$ cat config.mk
export PLATFORM = sky130hd
export DESIGN_NAME = alu_arbiter_flat
export DESIGN_NICKNAME = d
export VERILOG_FILES = /design/src/rtl/alu_arbiter_if.sv /design/src/rtl/alu_arbiter.sv /design/src/flat_wrapper.sv
export SDC_FILE = /design/constraint.sdc
export NUM_CORES = 1
export LEC_CHECK = 0
export ABC_AREA = 1
export CAP_MARGIN = 5
export CELL_PAD_IN_SITES_DETAIL_PLACEMENT = 1
export CELL_PAD_IN_SITES_GLOBAL_PLACEMENT = 2
export CORE_MARGIN = 1.5
export CORE_UTILIZATION = 20
export CTS_BUF_LIST = sky130_fd_sc_hd__clkbuf_8
export CTS_CLUSTER_DIAMETER = 200
export DETAILED_ROUTE_END_ITERATION = 8
export HOLD_SLACK_MARGIN = 0.1
export PLACE_DENSITY_LB_ADDON = 0.3
export REMOVE_ABC_BUFFERS = 1
export SLEW_MARGIN = 20
export SYNTH_ARGS = -nofsm -noshare
export SYNTH_HDL_FRONTEND = slang
export SYNTH_SLANG_ARGS = --single-unit
$ cat constraint.sdc
create_clock -name CLK -period 4.9 [get_ports CLK]
set_input_delay 0.98 -clock CLK [delete_from_list [all_inputs] [get_ports CLK]]
set_output_delay 0.98 -clock CLK [all_outputs]
set_load 0.03 [all_outputs]
$ cat src/rtl/alu_arbiter_if.sv
// Request/response channels for two requesters plus the shared ALU bus of alu_arbiter.
// The slave modport is the arbiter's view; master is the requesters/ALU side.
interface alu_arbiter_if #(
  parameter int DATA_W = 32,
  parameter int OP_W   = 4
);
  logic              req0_valid;
  logic              req0_ready;
  logic [DATA_W-1:0] req0_a;
  logic [DATA_W-1:0] req0_b;
  logic [OP_W-1:0]   req0_op;
  logic              req1_valid;
  logic              req1_ready;
  logic [DATA_W-1:0] req1_a;
  logic [DATA_W-1:0] req1_b;
  logic [OP_W-1:0]   req1_op;

  logic              rsp0_valid;
  logic              rsp0_ready;
  logic [DATA_W-1:0] rsp0_out;
  logic [2:0]        rsp0_flags;
  logic              rsp1_valid;
  logic              rsp1_ready;
  logic [DATA_W-1:0] rsp1_out;
  logic [2:0]        rsp1_flags;

  logic [DATA_W-1:0] alu_port_a;
  logic [DATA_W-1:0] alu_port_b;
  logic [OP_W-1:0]   alu_aluop;
  logic [DATA_W-1:0] alu_port_out;
  logic              alu_negative;
  logic              alu_overflow;
  logic              alu_zero;

  modport slave (
    input  req0_valid, req0_a, req0_b, req0_op,
    output req0_ready,
    input  req1_valid, req1_a, req1_b, req1_op,
    output req1_ready,
    output rsp0_valid, rsp0_out, rsp0_flags,
    input  rsp0_ready,
    output rsp1_valid, rsp1_out, rsp1_flags,
    input  rsp1_ready,
    output alu_port_a, alu_port_b, alu_aluop,
    input  alu_port_out, alu_negative, alu_overflow, alu_zero
  );

  modport master (
    output req0_valid, req0_a, req0_b, req0_op,
    input  req0_ready,
    output req1_valid, req1_a, req1_b, req1_op,
    input  req1_ready,
    input  rsp0_valid, rsp0_out, rsp0_flags,
    output rsp0_ready,
    input  rsp1_valid, rsp1_out, rsp1_flags,
    output rsp1_ready,
    input  alu_port_a, alu_port_b, alu_aluop,
    output alu_port_out, alu_negative, alu_overflow, alu_zero
  );
endinterface

$ cat src/rtl/alu_arbiter.sv
// Round-robin arbiter sharing one ALU between execute (0) and debug (1) requesters.
// Optional macro ALU_ARB_TIMEOUT_EN adds a response-hold timeout with a sticky err flag.
module alu_arbiter #(
  parameter int DATA_W  = 32,
  parameter int OP_W    = 4,
  parameter int TIMEOUT = 16
) (
  input  logic          CLK,
  input  logic          RST,
  alu_arbiter_if.slave  bus,
  output logic          busy,
  output logic          grant_id,
  output logic          err
);

  if (TIMEOUT < 1) begin : g_timeout_check
    $error("alu_arbiter: TIMEOUT must be at least 1");
  end

  typedef enum logic [1:0] {
    IDLE = 2'd0,
    EXEC = 2'd1,
    RESP = 2'd2
  } state_t;

  state_t            state_q;
  state_t            state_d;
  logic              prio_q;
  logic              grant_q;
  logic              win;
  logic              accept;
  logic              hs;
  logic              tmo;

  logic [DATA_W-1:0] a_p0;
  logic [DATA_W-1:0] b_p0;
  logic [OP_W-1:0]   op_p0;
  logic [DATA_W-1:0] out0_p1;
  logic [DATA_W-1:0] out1_p1;
  logic [2:0]        flags0_p1;
  logic [2:0]        flags1_p1;

`ifdef ALU_ARB_TIMEOUT_EN
  localparam int CNT_W = $clog2(TIMEOUT + 1);
  logic [CNT_W-1:0] cnt_q;
  logic             err_q;
`endif

  always_comb begin
    state_d = state_q;
    accept  = 1'b0;
    tmo     = 1'b0;
    win     = (bus.req0_valid && bus.req1_valid) ? prio_q : bus.req1_valid;
    hs      = (state_q == RESP) && (grant_q ? bus.rsp1_ready : bus.rsp0_ready);
    case (state_q)
      IDLE: begin
        if (bus.req0_valid || bus.req1_valid) begin
          accept  = 1'b1;
          state_d = EXEC;
        end
      end
      EXEC: state_d = RESP;
      RESP: begin
        if (hs) begin
          state_d = IDLE;
        end
`ifdef ALU_ARB_TIMEOUT_EN
        else if (cnt_q == CNT_W'(TIMEOUT - 1)) begin
          tmo     = 1'b1;
          state_d = IDLE;
        end
`endif
      end
      default: state_d = IDLE;
    endcase
  end

  // Stage p0: operand capture on accept; stage p1: result capture in EXEC
  always_ff @(posedge CLK or posedge RST) begin
    if (RST) begin
      state_q   <= IDLE;
      prio_q    <= 1'b0;
      grant_q   <= 1'b0;
      a_p0      <= '0;
      b_p0      <= '0;
      op_p0     <= '0;
      out0_p1   <= '0;
      out1_p1   <= '0;
      flags0_p1 <= '0;
      flags1_p1 <= '0;
    end else begin
      state_q <= state_d;
      if (accept) begin
        grant_q <= win;
        prio_q  <= ~win;
        a_p0    <= win ? bus.req1_a  : bus.req0_a;
        b_p0    <= win ? bus.req1_b  : bus.req0_b;
        op_p0   <= win ? bus.req1_op : bus.req0_op;
      end else if (tmo) begin
        prio_q  <= ~grant_q;
      end
      if (state_q == EXEC) begin
        if (grant_q) begin
          out1_p1   <= bus.alu_port_out;
          flags1_p1 <= {bus.alu_negative, bus.alu_overflow, bus.alu_zero};
        end else begin
          out0_p1   <= bus.alu_port_out;
          flags0_p1 <= {bus.alu_negative, bus.alu_overflow, bus.alu_zero};
        end
      end
    end
  end

`ifdef ALU_ARB_TIMEOUT_EN
  // Counter restarts on every entry to RESP; err is sticky until reset
  always_ff @(posedge CLK or posedge RST) begin
    if (RST) begin
      cnt_q <= '0;
      err_q <= 1'b0;
    end else begin
      if (state_q == EXEC) begin
        cnt_q <= '0;
      end else if (state_q == RESP && !hs) begin
        cnt_q <= cnt_q + CNT_W'(1);
      end
      if (tmo) begin
        err_q <= 1'b1;
      end
    end
  end
  assign err = err_q;
`else
  assign err = 1'b0;
`endif

  assign bus.req0_ready = accept && !win;
  assign bus.req1_ready = accept && win;
  assign bus.rsp0_valid = (state_q == RESP) && !grant_q;
  assign bus.rsp1_valid = (state_q == RESP) && grant_q;
  assign bus.rsp0_out   = out0_p1;
  assign bus.rsp0_flags = flags0_p1;
  assign bus.rsp1_out   = out1_p1;
  assign bus.rsp1_flags = flags1_p1;
  assign bus.alu_port_a = a_p0;
  assign bus.alu_port_b = b_p0;
  assign bus.alu_aluop  = op_p0;
  assign busy           = (state_q != IDLE);
  assign grant_id       = grant_q;

endmodule

$ cat src/flat_wrapper.sv
// flat-port wrapper written by rule: the top's interface ports become plain ports
module alu_arbiter_flat 
#(
  parameter int DATA_W  = 32,
  parameter int OP_W    = 4,
  parameter int TIMEOUT = 16
)
  (CLK, RST, busy, grant_id, err, bus_req0_valid, bus_req0_a, bus_req0_b, bus_req0_op, bus_req0_ready, bus_req1_valid, bus_req1_a, bus_req1_b, bus_req1_op, bus_req1_ready, bus_rsp0_valid, bus_rsp0_out, bus_rsp0_flags, bus_rsp0_ready, bus_rsp1_valid, bus_rsp1_out, bus_rsp1_flags, bus_rsp1_ready, bus_alu_port_a, bus_alu_port_b, bus_alu_aluop, bus_alu_port_out, bus_alu_negative, bus_alu_overflow, bus_alu_zero);
  alu_arbiter_if #(.DATA_W(DATA_W), .OP_W(OP_W)) bus_i ();
  input  logic CLK;
  input  logic RST;
  output logic busy;
  output logic grant_id;
  output logic err;
  input wire logic [$bits(bus_i.req0_valid)-1:0] bus_req0_valid;
  input wire logic [$bits(bus_i.req0_a)-1:0] bus_req0_a;
  input wire logic [$bits(bus_i.req0_b)-1:0] bus_req0_b;
  input wire logic [$bits(bus_i.req0_op)-1:0] bus_req0_op;
  output wire logic [$bits(bus_i.req0_ready)-1:0] bus_req0_ready;
  input wire logic [$bits(bus_i.req1_valid)-1:0] bus_req1_valid;
  input wire logic [$bits(bus_i.req1_a)-1:0] bus_req1_a;
  input wire logic [$bits(bus_i.req1_b)-1:0] bus_req1_b;
  input wire logic [$bits(bus_i.req1_op)-1:0] bus_req1_op;
  output wire logic [$bits(bus_i.req1_ready)-1:0] bus_req1_ready;
  output wire logic [$bits(bus_i.rsp0_valid)-1:0] bus_rsp0_valid;
  output wire logic [$bits(bus_i.rsp0_out)-1:0] bus_rsp0_out;
  output wire logic [$bits(bus_i.rsp0_flags)-1:0] bus_rsp0_flags;
  input wire logic [$bits(bus_i.rsp0_ready)-1:0] bus_rsp0_ready;
  output wire logic [$bits(bus_i.rsp1_valid)-1:0] bus_rsp1_valid;
  output wire logic [$bits(bus_i.rsp1_out)-1:0] bus_rsp1_out;
  output wire logic [$bits(bus_i.rsp1_flags)-1:0] bus_rsp1_flags;
  input wire logic [$bits(bus_i.rsp1_ready)-1:0] bus_rsp1_ready;
  output wire logic [$bits(bus_i.alu_port_a)-1:0] bus_alu_port_a;
  output wire logic [$bits(bus_i.alu_port_b)-1:0] bus_alu_port_b;
  output wire logic [$bits(bus_i.alu_aluop)-1:0] bus_alu_aluop;
  input wire logic [$bits(bus_i.alu_port_out)-1:0] bus_alu_port_out;
  input wire logic [$bits(bus_i.alu_negative)-1:0] bus_alu_negative;
  input wire logic [$bits(bus_i.alu_overflow)-1:0] bus_alu_overflow;
  input wire logic [$bits(bus_i.alu_zero)-1:0] bus_alu_zero;
  assign bus_i.req0_valid = bus_req0_valid;
  assign bus_i.req0_a = bus_req0_a;
  assign bus_i.req0_b = bus_req0_b;
  assign bus_i.req0_op = bus_req0_op;
  assign bus_req0_ready = bus_i.req0_ready;
  assign bus_i.req1_valid = bus_req1_valid;
  assign bus_i.req1_a = bus_req1_a;
  assign bus_i.req1_b = bus_req1_b;
  assign bus_i.req1_op = bus_req1_op;
  assign bus_req1_ready = bus_i.req1_ready;
  assign bus_rsp0_valid = bus_i.rsp0_valid;
  assign bus_rsp0_out = bus_i.rsp0_out;
  assign bus_rsp0_flags = bus_i.rsp0_flags;
  assign bus_i.rsp0_ready = bus_rsp0_ready;
  assign bus_rsp1_valid = bus_i.rsp1_valid;
  assign bus_rsp1_out = bus_i.rsp1_out;
  assign bus_rsp1_flags = bus_i.rsp1_flags;
  assign bus_i.rsp1_ready = bus_rsp1_ready;
  assign bus_alu_port_a = bus_i.alu_port_a;
  assign bus_alu_port_b = bus_i.alu_port_b;
  assign bus_alu_aluop = bus_i.alu_aluop;
  assign bus_i.alu_port_out = bus_alu_port_out;
  assign bus_i.alu_negative = bus_alu_negative;
  assign bus_i.alu_overflow = bus_alu_overflow;
  assign bus_i.alu_zero = bus_alu_zero;
  alu_arbiter #(.DATA_W(DATA_W), .OP_W(OP_W), .TIMEOUT(TIMEOUT)) u_core (.CLK(CLK), .RST(RST), .bus(bus_i), .busy(busy), .grant_id(grant_id), .err(err));
endmodule
**Word level (Yosys, flattened, before mapping)**

Cells that the tools add are included.

- $add $sub $neg: 0
- $mul: 0
- Div/mod/pow operators: 0
- Magnitude comparators: 0
- Equality and inequality tests: 4
- Shift operators: 0
- Multiplexer cells: 10
- Bitwise logic cells: 2
- Reductions and logical operators: 14

Operators by type and width:

| operator | count |
|---|---|
| 2-to-1 mux 32 bit | 2 |
| logical AND 1 bit | 6 |
| case mux 2 bit (3 select lines) | 1 |
| AND reduction 2 bit | 3 |
| 2-to-1 mux 1 bit | 4 |
| 2-to-1 mux 2 bit | 2 |
| 2-to-1 mux 4 bit | 1 |
| inequality test 2 x 1 -> 1 bit, second input constant | 2 |
| == test 2 x 1 -> 1 bit, second input constant | 1 |
| == test 2 bit, second input constant | 1 |
| zero test 1 bit | 2 |
| zero test 2 bit | 1 |
| NOT 1 bit | 2 |
| nonzero test 2 bit | 1 |
| logical OR 1 bit | 1 |

- Flip-flop bits (word level): 142
- Latch bits: 0
- Memory bits (writable): 0
- Bits in read-only memories: 0
- Bits of input ports: 177
- Logic and storage cells: 40
- Memories: 0

**Logic depth before layout (Yosys ltp)**

- Depth in word-level cells: 4
- Depth in mapped cells: 7
- Depth with buffers taken out: 6

**Least setup slack after synthesis**

Ideal clock, no wire load.

- Path kind: input to output
- Start point: input port bus_req1_valid
- End point: output port bus_req1_ready
- Data arrival time: 1.851 ns
- Data required time: 3.920 ns
- Slack: 2.069 ns
- Stages: 4
- Buffers on the path: 2
- Cells stage by stage: buf_2 -> nand2_1 -> buf_2 -> nor2_1

- Word-level cells in the longest chain between the ends: 4
- Elaborated cells between the ends (all ways): 6
- Classes of those cells: mux: 3; reduce/logical: 3

Ends and longest elaborated chain:

| element | RTL line | source |
|---|---|---|
| start, declared | flat_wrapper.sv:20 | `input wire logic [$bits(bus_i.req1_valid)-1:0] bus_req1_valid;` |
| logical OR 1 bit | alu_arbiter.sv:57 | `if (bus.req0_valid \|\| bus.req1_valid) begin` |
| 2-to-1 mux 1 bit | alu_arbiter.sv:57 |  |
| 2-to-1 mux 1 bit | alu_arbiter.sv:55 | `case (state_q)` |
| logical AND 1 bit * | alu_arbiter.sv:137 | `assign bus.req1_ready = accept && win;` |
| end, declared | flat_wrapper.sv:24 | `output wire logic [$bits(bus_i.req1_ready)-1:0] bus_req1_ready;` |

Every way passes the cells marked *; elsewhere a longest branch is shown, timed or not.

**Worst setup path in the final report**

- Start point: input port bus_req0_valid
- End point: output port bus_req0_ready

- Word-level cells in the longest chain between the ends: 4
- Elaborated cells between the ends (all ways): 7
- Classes of those cells: mux: 3; reduce/logical: 4

Ends and longest elaborated chain:

| element | RTL line | source |
|---|---|---|
| start, declared | flat_wrapper.sv:15 | `input wire logic [$bits(bus_i.req0_valid)-1:0] bus_req0_valid;` |
| logical OR 1 bit / logical AND 1 bit (equally long branches) | alu_arbiter.sv:57, alu_arbiter.sv:53 |  |
| 2-to-1 mux 1 bit (on tied branches) | alu_arbiter.sv:57, alu_arbiter.sv:53 |  |
| 2-to-1 mux 1 bit / zero test 1 bit (equally long branches) | alu_arbiter.sv:55, alu_arbiter.sv:136 |  |
| logical AND 1 bit * | alu_arbiter.sv:136 | `assign bus.req0_ready = accept && !win;` |
| end, declared | flat_wrapper.sv:19 | `output wire logic [$bits(bus_i.req0_ready)-1:0] bus_req0_ready;` |

Marks and branches as above.

==> flow_summary.yaml <==
clock_network:
  cts-root-buf: "clkbuf_8"
  h-tree-depth: 4
  clk-insertion-delay-late_ps: 440
  cts_buffers: 17
  cts_tree: "built"
  postCtsHoldBufs: 0
  post_cts_resized: 0
  clk_pin_slew_ps: 80
  clock_path_buffers: 2
  cts.sinks: 142
  post-cts-setup-buffer-count: 0
synthesis:
  yosysSeqAreaShare_pct: 54.0
  synth_seq_cells: 142
  syn_avg_cell_area_um2: 7.67
  syn_area_um2: 6580
  synth_cell_types: 17
  syn_inst: 858
  ys_warn_count: 0
power:
  power_density_nw_per_um2: 664
  ir_worst_vdd_uv: 232
  intPower_mw: 3.73
  p_seq_share_pct: 29.5
  p_sw_share_pct: 47.1
  static-leakage-power_nw: 5.30
  power_frac_clock_pct: 15.0
  pwr-share-comb_pct: 55.6
  power.switching_mw: 3.32
detailed_routing:
  met3WireLength_um: 3160
  drtIter0Drc: 238
  avgViaCountPerCell: 4.01
  dr.pass1.iters: 4
  drt-total-wl_um: 25000
  drc: 0
  routed.top_layer: "met5"
  wl_met1_um: 10200
  ant_nets: 0
  routed-via-count: 6459
  wl_per_cell_um: 15.5
  wl_met2_um: 11400
final_layout:
  stdcell_count: 1609
  n_fill_cell: 3865
  fin_nets: 1331
  syn_to_final_growth_pct: 61.5
  multi_input_area_um2: 2180
  antenna_cells: 0
  seqCellArea_um2: 3550
  layout_commonest_cell: "clkdlybuf4s50_1"
  layout-drive-gt1-share_pct: 4.28
  layout_common_cells: "clkdlybuf4s50_1, nand2_1, inv_1"
global_routing:
  grt-ovfl-total: 0
  grt_max_degree: 89
  grt_pass1_vias: 6792
  grtUsageTotal_pct: 15.1
  grt_pass1_wl_um: 39100
  grt_antenna_before_repair: 2
die:
  core-area_um2: 32500
  num_rows: 66
  die_y_um: 184
  initial_utilization_pct: 20.3
  ioPinCount: 322
  die_w_um: 184
  dieArea_um2: 34000
critical_path:
  cpMostUsedCell: "clkdlybuf4s50_1"
  worst-setup-path-type: "input port to output port"
  cp.arrival_ps: 2540
  crit_required_ps: 3920
  max_stage_delay_ps: 660
  path_max_fanout: 3
  path_cells: "clkdlybuf4s50_1 > nor2_1 > nor2_4 > nand2_1 > inv_1 > clkdlybuf4s50_1"
  cp_slowest_cell: "clkdlybuf4s50_1"
  endpoint_kind: "output port"
  start_kind: "input port"
timing:
  post-route-period-util_pct: 71.9
  relSlewSlack_pct: 41.7
  worst_pin_slew_ps: 875
  period_minus_slack_ps: 3520
  setup_viol: 0
  final_hold_viol_count: 0
  finClkSkew_ps: 17.8
  clock.fmax_mhz: 284
  fin_ws_ps: 1380
  slew_violations: 0
  grt_setup_unrepaired: "no"
placement:
  io_buffers: 320
  dpl.hpwl_um: 16900
  dpl.cell_count: 1577
  place.gp.congestion: 0.723
  pre_cts_ws_ps: 1370
worst_hold_path:
  hp-class: "flip-flop to flip-flop"
run_status:
  outcome: "completed"
flow_run:
  cap_violations: 0
[synth_stat cells]
| cell type | number | area share [%] |
|---|---|---|
| buf_1 | 5 | 0.29 |
| buf_2 | 31 | 2.4 |
| buf_4 | 2 | 0.23 |
| clkbuf_1 | 13 | 0.74 |
| conb_1 | 1 | 0.057 |
| dfrtp_1 | 142 | 54 |
| inv_1 | 167 | 9.5 |
| inv_2 | 1 | 0.057 |
| nand2_1 | 271 | 15 |
| nand3_1 | 139 | 11 |
| nand4_1 | 5 | 0.48 |
| nor2_1 | 5 | 0.29 |
| nor2_2 | 1 | 0.095 |
| nor2_4 | 1 | 0.17 |
| o21ai_0 | 72 | 5.5 |
| o21ai_1 | 1 | 0.076 |
| o21ai_2 | 1 | 0.13 |
[registers in the layout, summed over array words and instances, names as in the netlist]
signal	cells
u_core.state_q	2
u_core.bus.alu_aluop	4
u_core.bus.rsp1_flags	3
u_core.bus.rsp0_flags	3
u_core.bus.rsp0_out	32
u_core.bus.rsp1_out	32
u_core.grant_id	1
u_core.bus.alu_port_a	32
u_core.prio_q	1
u_core.bus.alu_port_b	32
[cells by family after synthesis]
kind of cell           count (synthesis)  share of synthesized area [%]
AOI/OAI and AO/OA                     74                           5.69
and+or+nand+nor                      422                           27.1
other                                  1                         0.0570
buffers and inverters                219                           13.2
DFF                                  142                           54.0
[through the flow]
step | hold WS (ps) | total power [mW] | setup TNS, ps | area (um^2) | util, %
finish | 484 | 7.05 | 0 | 10600 | 32.7
CTS | 491 | 7.22 | 0 | 10600 | 32.7
floorplan | 487 | 4.22 | -250 | 6340 | -
global route | 513 | 7.61 | 0 | 10600 | 32.7
global placement | 462 | 6.07 | 0 | 10200 | 31.4
detailed placement | 464 | 6.10 | 0 | 10200 | 31.4
[path summary, 6_finish.rpt]
check	slack, ps	endpoint	cells past startpoint	from
max	1380	bus_req0_ready	6	bus_req0_valid
min	480	u_core.bus.alu_port_b[3]$_DFFE_PP0P_	2	u_core.bus.alu_port_b[3]$_DFFE_PP0P_
min reg2reg	480	u_core.bus.alu_port_b[3]$_DFFE_PP0P_	2	u_core.bus.alu_port_b[3]$_DFFE_PP0P_
max reg2reg	2960	u_core.bus.alu_port_b[30]$_DFFE_PP0P_	5	u_core.state_q[0]$_DFFE_PP0P_
min in group asynchronous	990	u_core.bus.alu_port_a[8]$_DFFE_PP0P_	2	RST
max in group asynchronous	3030	u_core.bus.rsp1_flags[0]$_DFFE_PP0P_	3	RST
[worst max-delay path: cells and delay by family]
kind,cells,cell delay (ps)
buffers and inverters,3,1280
and+or+nand+nor,3,280
[power groups by stage]
stage | sequential [mW] | clock (mW) | combinational, mW
after floorplan | 3.22 | 0 | 1.00
after global placement | 2.09 | 0 | 3.98
after detailed placement | 2.10 | 0 | 4.00
after CTS | 2.09 | 1.12 | 4.01
after global routing | 2.16 | 1.16 | 4.28
final | 2.08 | 1.06 | 3.92
[layout make-up]
class | instances | area share (%)
clock buffers | 17 | 2.20
clock inverters | 15 | 1.85
inverters | 168 | 5.98
multi-input cells | 497 | 20.5
flip-flops and latches | 142 | 33.4
well taps | 442 | 5.21
repair buffers | 328 | 30.8
[per-layer routing]
metal | up-vias | track usage [%]
li1 | 3192 | -
met1 | 3022 | 17.1
met2 | 225 | 25.1
met3 | 16 | 7.82
met4 | 4 | 3.44
met5 | - | 0
Note: power is estimated with default switching activity, not from simulation.
